--- src/rtl/fm_422_444_if.sv ---
// ============================================================================
// Module   : fm_422_444_if
// Brief    : YCbCr 4:2:2 in / 4:4:4 out video bus for the chroma upsampler.
// Revision : 1.0
// ============================================================================
`default_nettype none

interface fm_422_444_if;
  logic       i_de;
  logic       i_hsync;
  logic       i_vsync;
  logic [7:0] i_y;
  logic [7:0] i_c;
  logic       o_de;
  logic       o_hsync;
  logic       o_vsync;
  logic [7:0] o_y;
  logic [7:0] o_cb;
  logic [7:0] o_cr;

  modport master (
    output i_de, i_hsync, i_vsync, i_y, i_c,
    input  o_de, o_hsync, o_vsync, o_y, o_cb, o_cr
  );

  modport slave (
    input  i_de, i_hsync, i_vsync, i_y, i_c,
    output o_de, o_hsync, o_vsync, o_y, o_cb, o_cr
  );
endinterface

`default_nettype wire

--- src/rtl/fm_422_444.sv ---
// ============================================================================
// Module   : fm_422_444
// Brief    : YCbCr 4:2:2 -> 4:4:4 chroma upsampler, fixed 4-cycle latency.
// Revision : 1.0
// ============================================================================
`default_nettype none

module fm_422_444 #(
  parameter bit P_INTERP = 1'b1
) (
  input  logic          clk_v,
  input  logic          rst_x,
  fm_422_444_if.slave   vid
);

  // Stage j holds the input sampled j cycles ago; stage 3 is the pixel being emitted.
  logic [4:1] de_q;
  logic [4:1] hs_q;
  logic [4:1] vs_q;
  logic [3:1] st_q;
  logic [3:1] ph_q;
  logic [7:0] y_q [1:3];
  logic [7:0] c_q [1:4];
  logic [7:0] y_out_q;
  logic [7:0] cb_q;
  logic [7:0] cr_q;

  logic       st_d;
  logic       ph_d;
  logic       nxt1;
  logic       nxt2;
  logic       prv;
  logic [7:0] cb_n;
  logic [7:0] cr_n;
  logic [7:0] cb_d;
  logic [7:0] cr_d;

  // floor((a+b)/2) without a 9-bit intermediate
  function automatic logic [7:0] avg2(input logic [7:0] a, input logic [7:0] b);
    return {1'b0, a[7:1]} + {1'b0, b[7:1]} + {7'd0, a[0] & b[0]};
  endfunction

  assign st_d = vid.i_de & ~de_q[1];
  assign ph_d = vid.i_de & de_q[1] & ~ph_q[1];

  assign nxt1 = de_q[2] & ~st_q[2];
  assign nxt2 = nxt1 & de_q[1] & ~st_q[1];
  assign prv  = de_q[4] & ~st_q[3];

  always_comb begin
    cb_d = 8'h00;
    cr_d = 8'h00;
    cb_n = nxt1 ? c_q[2] : c_q[4];
    cr_n = nxt2 ? c_q[1] : c_q[3];
    if (de_q[3]) begin
      if (!ph_q[3]) begin
        cb_d = c_q[3];
        if (nxt1)     cr_d = c_q[2];
        else if (prv) cr_d = c_q[4];
        else          cr_d = 8'h80;
      end else begin
        cb_d = P_INTERP ? avg2(c_q[4], cb_n) : c_q[4];
        cr_d = P_INTERP ? avg2(c_q[3], cr_n) : c_q[3];
      end
    end
  end

  always_ff @(posedge clk_v) begin
    if (rst_x) begin
      de_q    <= '0;
      hs_q    <= '0;
      vs_q    <= '0;
      st_q    <= '0;
      ph_q    <= '0;
      for (int i = 1; i <= 3; i++) y_q[i] <= 8'h00;
      for (int i = 1; i <= 4; i++) c_q[i] <= 8'h00;
      y_out_q <= 8'h00;
      cb_q    <= 8'h00;
      cr_q    <= 8'h00;
    end else begin
      de_q    <= {de_q[3:1], vid.i_de};
      hs_q    <= {hs_q[3:1], vid.i_hsync};
      vs_q    <= {vs_q[3:1], vid.i_vsync};
      st_q    <= {st_q[2:1], st_d};
      ph_q    <= {ph_q[2:1], ph_d};
      y_q[1]  <= vid.i_y;
      y_q[2]  <= y_q[1];
      y_q[3]  <= y_q[2];
      c_q[1]  <= vid.i_c;
      for (int i = 2; i <= 4; i++) c_q[i] <= c_q[i-1];
      y_out_q <= de_q[3] ? y_q[3] : 8'h00;
      cb_q    <= cb_d;
      cr_q    <= cr_d;
    end
  end

  assign vid.o_de    = de_q[4];
  assign vid.o_hsync = hs_q[4];
  assign vid.o_vsync = vs_q[4];
  assign vid.o_y     = y_out_q;
  assign vid.o_cb    = cb_q;
  assign vid.o_cr    = cr_q;

endmodule

`default_nettype wire

--- src/flat_wrapper.sv ---
// flat-port wrapper written by rule: the top's interface ports become plain ports
module fm_422_444_flat 
#(
  parameter bit P_INTERP = 1'b1
)
  (clk_v, rst_x, vid_i_de, vid_i_hsync, vid_i_vsync, vid_i_y, vid_i_c, vid_o_de, vid_o_hsync, vid_o_vsync, vid_o_y, vid_o_cb, vid_o_cr);
  fm_422_444_if vid_i ();
  input  logic clk_v;
  input  logic rst_x;
  input wire logic [$bits(vid_i.i_de)-1:0] vid_i_de;
  input wire logic [$bits(vid_i.i_hsync)-1:0] vid_i_hsync;
  input wire logic [$bits(vid_i.i_vsync)-1:0] vid_i_vsync;
  input wire logic [$bits(vid_i.i_y)-1:0] vid_i_y;
  input wire logic [$bits(vid_i.i_c)-1:0] vid_i_c;
  output wire logic [$bits(vid_i.o_de)-1:0] vid_o_de;
  output wire logic [$bits(vid_i.o_hsync)-1:0] vid_o_hsync;
  output wire logic [$bits(vid_i.o_vsync)-1:0] vid_o_vsync;
  output wire logic [$bits(vid_i.o_y)-1:0] vid_o_y;
  output wire logic [$bits(vid_i.o_cb)-1:0] vid_o_cb;
  output wire logic [$bits(vid_i.o_cr)-1:0] vid_o_cr;
  assign vid_i.i_de = vid_i_de;
  assign vid_i.i_hsync = vid_i_hsync;
  assign vid_i.i_vsync = vid_i_vsync;
  assign vid_i.i_y = vid_i_y;
  assign vid_i.i_c = vid_i_c;
  assign vid_o_de = vid_i.o_de;
  assign vid_o_hsync = vid_i.o_hsync;
  assign vid_o_vsync = vid_i.o_vsync;
  assign vid_o_y = vid_i.o_y;
  assign vid_o_cb = vid_i.o_cb;
  assign vid_o_cr = vid_i.o_cr;
  fm_422_444 #(.P_INTERP(P_INTERP)) u_core (.clk_v(clk_v), .rst_x(rst_x), .vid(vid_i));
endmodule
--- config.mk ---
export PLATFORM = sky130hd
export DESIGN_NAME = fm_422_444_flat
export DESIGN_NICKNAME = d
export VERILOG_FILES = /design/src/rtl/fm_422_444_if.sv /design/src/rtl/fm_422_444.sv /design/src/flat_wrapper.sv
export SDC_FILE = /design/constraint.sdc
export NUM_CORES = 1
export LEC_CHECK = 0
export BUFFER_PORTS_ARGS = -buffer_cell sky130_fd_sc_hd__buf_2
export CORE_MARGIN = 4
export CORE_UTILIZATION = 40
export CTS_CLUSTER_DIAMETER = 150
export CTS_CLUSTER_SIZE = 24
export DETAILED_ROUTE_END_ITERATION = 6
export PLACE_DENSITY = 0.57
export SYNTH_ARGS = -nofsm -noshare
export SYNTH_HDL_FRONTEND = slang
export SYNTH_SLANG_ARGS = --single-unit
--- constraint.sdc ---
create_clock -name clk_v -period 5.06 [get_ports clk_v]
set_clock_uncertainty 0.15 [all_clocks]
set_input_delay 0.506 -clock clk_v [delete_from_list [all_inputs] [get_ports clk_v]]
set_output_delay 0.506 -clock clk_v [all_outputs]
set_load 0.01 [all_outputs]
# == After elaboration in Yosys (flattened, before gate mapping) ==
# Memories as Yosys holds them, arrays and structs flattened. A register that Yosys moved wholly into a read port is not among the register bits.
# Index checks and enable logic that the tools add are counted.
# totals
romBits,0
output_inout_bits,27
elab_cells,52
mem_bits_rw,56
latchBits,0
input_bits,21
mem_count,2
reg_bits,34
# op_classes
multipliers,0
n_bitwise,22
magnitude_cmp,0
eq_ne,0
reduce_logical,1
shifts,0
addsub,4
n_mux,16
div_mod_pow,0
# memory_table
memory,depth,width,rd,rd_clocked_by_memory_dff,wr,line_no,rtl
u_core.c_q,4,8,4,0,4,fm_422_444.sv:23,logic [7:0] c_q [1:4];
u_core.y_q,3,8,3,1,3,fm_422_444.sv:22,logic [7:0] y_q [1:3];
# op_table
cell,count
$mux 8,13
$add 7x7->8,2
$add 8x1->8,2
$and 1x1->1,9
$or 1x1->1,7
$not 1->1,6
$mux 1,3
$reduce_or 2->1,1

# == Depth between registers and ports, before layout ==
# logic_depth
depth_word,8
mapped_depth,10
mapped_depth_nobuf,9

# == Worst setup path after synthesis ==
# Ideal clock, no wire load.
# synth_timing
path_kind,reg2reg
from,register u_core.st_q[2] in the netlist's numbering
to,"register u_core.cr_q[6], in the netlist u_core.vid.o_cr[6]"
t_arrival_ps,2623
stages_incl_launch_ff,9
path_buffers,0
slack_ps,2195
cell_sequence,dfxtp_1 -> nand2b_1 -> nor3b_4 -> mux2_2 -> fa_1 -> fa_1 -> a211oi_1 -> o31ai_1 -> nor4_1
# synth_between
elab_chain_cells,8
word_cells_on_any_way,10
cone_classes,add/sub (2); mux (3); bitwise (5)
# synth_lines
item,line_no,rtl
from (decl),fm_422_444.sv:20,logic [3:1] st_q;
from (signal assigned),fm_422_444.sv:84,"st_q <= {st_q[2:1], st_d};"
$not 1->1 (*),fm_422_444.sv:46,assign nxt1 = de_q[2] & ~st_q[2];
$and 1x1->1 (*),fm_422_444.sv:46,
$and 1x1->1 (2 in series),fm_422_444.sv:47,assign nxt2 = nxt1 & de_q[1] & ~st_q[1];
$mux 8,fm_422_444.sv:54,cr_n = nxt2 ? c_q[1] : c_q[3];
$add 7x7->8 / $and 1x1->1 (equally long branches),fm_422_444.sv:40,"return {1'b0, a[7:1]} + {1'b0, b[7:1]} + {7'd0, a[0] & b[0]};"
$add 8x1->8,fm_422_444.sv:40,
$mux 8 (*),fm_422_444.sv:56,if (!ph_q[3]) begin
to (signal assigned),fm_422_444.sv:93,cr_q <= cr_d;
to (decl),fm_422_444.sv:26,logic [7:0] cr_q;
# Every way passes the cells marked *; elsewhere a longest branch is shown, timed or not.
# A chain may end at the register's enable or synchronous reset.

# == Worst setup path after layout ==
# Ends and elaborated chain as after synthesis.

==> summary.md <==
| Metric | Value |
|---|---|
| Syn Std Cell Area | 0.00367 mm^2 |
| DP Wirelength | 4480 um |
| Layout cell share with drive strength beyond 1 | 20.5% |
| Critical Path AT | 3.50 ns |
| Crit-path cells | nand2b_1, nor3b_4, mux2_2, fa_1, fa_1, a211oi_1, o31ai_1, nor4_1 |
| FP Rows | 34 |
| DP Worst Slack | 1.69 ns |
| Synth area leaders | dfxtp_1, nor2b_1, ha_1 |
| DRC Markers | 0 |
| Tmin final | 3.38 ns |
| Antenna Nets Post-Route | 0 |
| Most frequent cell after synthesis | dfxtp_1 |
| Register area share after synthesis | 53.4% |
| Routability Congestion | 0.776 |
| Critical path type | reg -> reg |
| Post-synth top cells | dfxtp_1, nor2b_1, nand2_1, nor2_1, ha_1 |
| Final WS setup | 1.68 ns |
| Core area | 0.00885 mm^2 |
| Final hold slack | 0.194 ns |
| Pwr/cell area | 326 mW/mm^2 |
| Routed via count | 2384 |
| Root Driver | clkbuf_8 |
| Final Hold Viols | 0 |
| # diodes | 0 |
| Final Util | 47.0% |
| Slowest-stage cell, CP | nor3b_4 |
| Top-area cell type share of the netlist area | 53.4% |
| Max incr delay on CP | 0.48 ns |
| # port buffers | 47 |
| Pin count of the biggest net entering global routing | 73 |
| Vias/cell | 4.73 |
| Vias in the first global route | 2232 |
| Leak Pwr | 1.81 nW |
| Yosys top cell by area | dfxtp_1 |
| Post-Layout Inst Area | 0.00416 mm^2 |
| Worst setup EP type | flop |
| Setup TNS | 0 ns |
| DIE WIDTH | 104 um |
| DR iter-0 viols | 72 |
| Gr usage total | 12.5% |
| Crit start category | flop |
| Synth Flop Type | dfxtp_1 |
| Placed Area | 0.00397 mm^2 |
| Most used cell, CP | fa_1 |
| Post-Syn Instances | 348 |
| Distinct cells, synth | 51 |
| Period utilization | 66.8% |
| Max VDD drop | 0.141 mV |
| Asr flop ratio synth | 0% |
| Clk slew on worst S/H paths | 0.10 ns |
| CTS tree | done |
| IO Count | 48 |
| Maxcap violations | 0 |
| Worst-Skew Late Latency | 0.36 ns |
| Non-Filler Instances | 504 |
| RSZ-0062 raised after global routing | no |
| Worst min path class | in -> reg |
| Number of flops mapped to enable cells by yosys | 0 |
| Worst slew margin | 55.3% |
| Clk buf depth | 2 |
| Seq cells post-synth | 98 |
| Routed WL | 6570 um |
| Drt first pass iters | 4 |
| Syn avg cell area | 10.6 um^2 |
| Post-cts hold buffer count | 0 |
| Layout overhead on the synthesized area | 13.3% |
| Die ar. | 0.0108 mm^2 |
| Grt ovf | 0 |
| F_max | 296 MHz |
| Initial antenna violation count | 0 |
| Syn_nets | 385 |
| # resized after CTS | 0 |
| YS warnings | 0 |
| Final setup fails | 0 |
| Starting Density | 41.5% |
| Placed Instances | 488 |
| Worst Path Max Fanout | 11 |
| Post-CTS Repair Setup Buffers | 0 |
| Die H | 104 um |
| Data required, critical path | 5.18 ns |
| Max Slew Vio Count | 0 |
| Num CTS Buffers | 9 |
| Clock sink count | 98 |
| First-pass GRT wire length | 10900 um |
| Avg WL per Cell | 13.0 um |
| Worst Max-Slew Pin Slew | 0.670 ns |
| # H-tree levels | 3 |
| Final Power | 1.36 mW |
| Run status | complete, no violations |
| Total Nets Final | 428 |
[flip-flops by register name (all words and copies together), names as in the netlist]
register / count
u_core.vid.o_y: 8
u_core.ph_q: 3
u_core.st_q: 3
u_core.vs_q: 4
u_core.hs_q: 4
u_core.y_q: 24
u_core.vid.o_cr: 8
u_core.de_q: 4
u_core.vid.o_cb: 8
u_core.c_q: 32
[worst paths after layout]
kind / from / end / slack, ns / cells past startpoint
hold / removal: vid_i_hsync / u_core.hs_q[1]$_SDFF_PP0_ / 0.19 / 2
hold reg to reg: u_core.y_q[3][0]$_SDFF_PP0_ / u_core.vid.o_y[0]$_SDFF_PP0_ / 0.28 / 1
setup reg to reg: u_core.st_q[2]$_SDFF_PP0_ / u_core.vid.o_cr[6]$_SDFF_PP0_ / 1.68 / 8
setup / recovery: u_core.st_q[2]$_SDFF_PP0_ / u_core.vid.o_cr[6]$_SDFF_PP0_ / 1.68 / 8
[where the power goes]
part | internal [mW] | leakage [nW] | total, mW | switching [mW]
sequential | 0.792 | 0.800 | 0.803 | 0.0105
combinational | 0.0294 | 0.905 | 0.0602 | 0.0308
clock | 0.205 | 0.101 | 0.496 | 0.291
[cells by family after synthesis]
group | count (synthesis) | synth area share (%)
XOR/XNOR | 4 | 0.954
buffers and inverters | 22 | 3.00
AO/OA/AOI/OAI | 49 | 9.71
multiplexers | 10 | 2.96
AND/OR/NAND/NOR | 149 | 23.7
flip-flops | 98 | 53.4
adder cells (fa/ha/maj) | 16 | 6.27
[metal layers]
metal / vias up / part of all wire (%) / global-route usage, %
li1: 1264 / - / -
met1: 1060 / 49 / 17.4
met2: 51 / 44 / 18.2
met3: 9 / 5.5 / 3.17
met4: 0 / 1.5 / 5.98
met5: - / 0 / 0
[layout by cell type, fill, tap and decap left out, types with 3 or more instances in the layout]
cell type	Yosys	layout
a211oi_1	5	5
nand3_1	7	7
a221oi_1	4	4
buf_2	7	47
ha_1	12	12
dfxtp_1	98	98
a21oi_1	8	8
nor2b_1	70	70
nand4b_1	4	4
nor3_1	4	4
nor2_1	14	14
clkbuf_8	0	10
mux2i_1	3	3
o21ai_0	4	4
mux2_2	7	7
o31ai_1	3	3
fa_1	4	4
and2_1	9	9
nand2_1	27	27
a21o_1	4	4
inv_1	4	4
o211ai_1	3	3
[layout make-up]
class	instances	area (um^2)
fill	846	4690
sequential	98	1960
multi-input combinational	228	1600
timing repair buffer	49	250
clock buffer	10	138
tap	108	135
clock inverter	6	57.6
inverter	5	18.8
[worst max-delay path: cells and delay by family (launching register included)]
kind	cells	cell delay (ns)
adder cells (fa/ha/maj)	2	0.91
flip-flops	1	0.32
multiplexers	1	0.40
AND/OR/NAND/NOR	3	1.08
AO/OA/AOI/OAI	2	0.44
No activity file was read; power rests on OpenSTA's default activity.
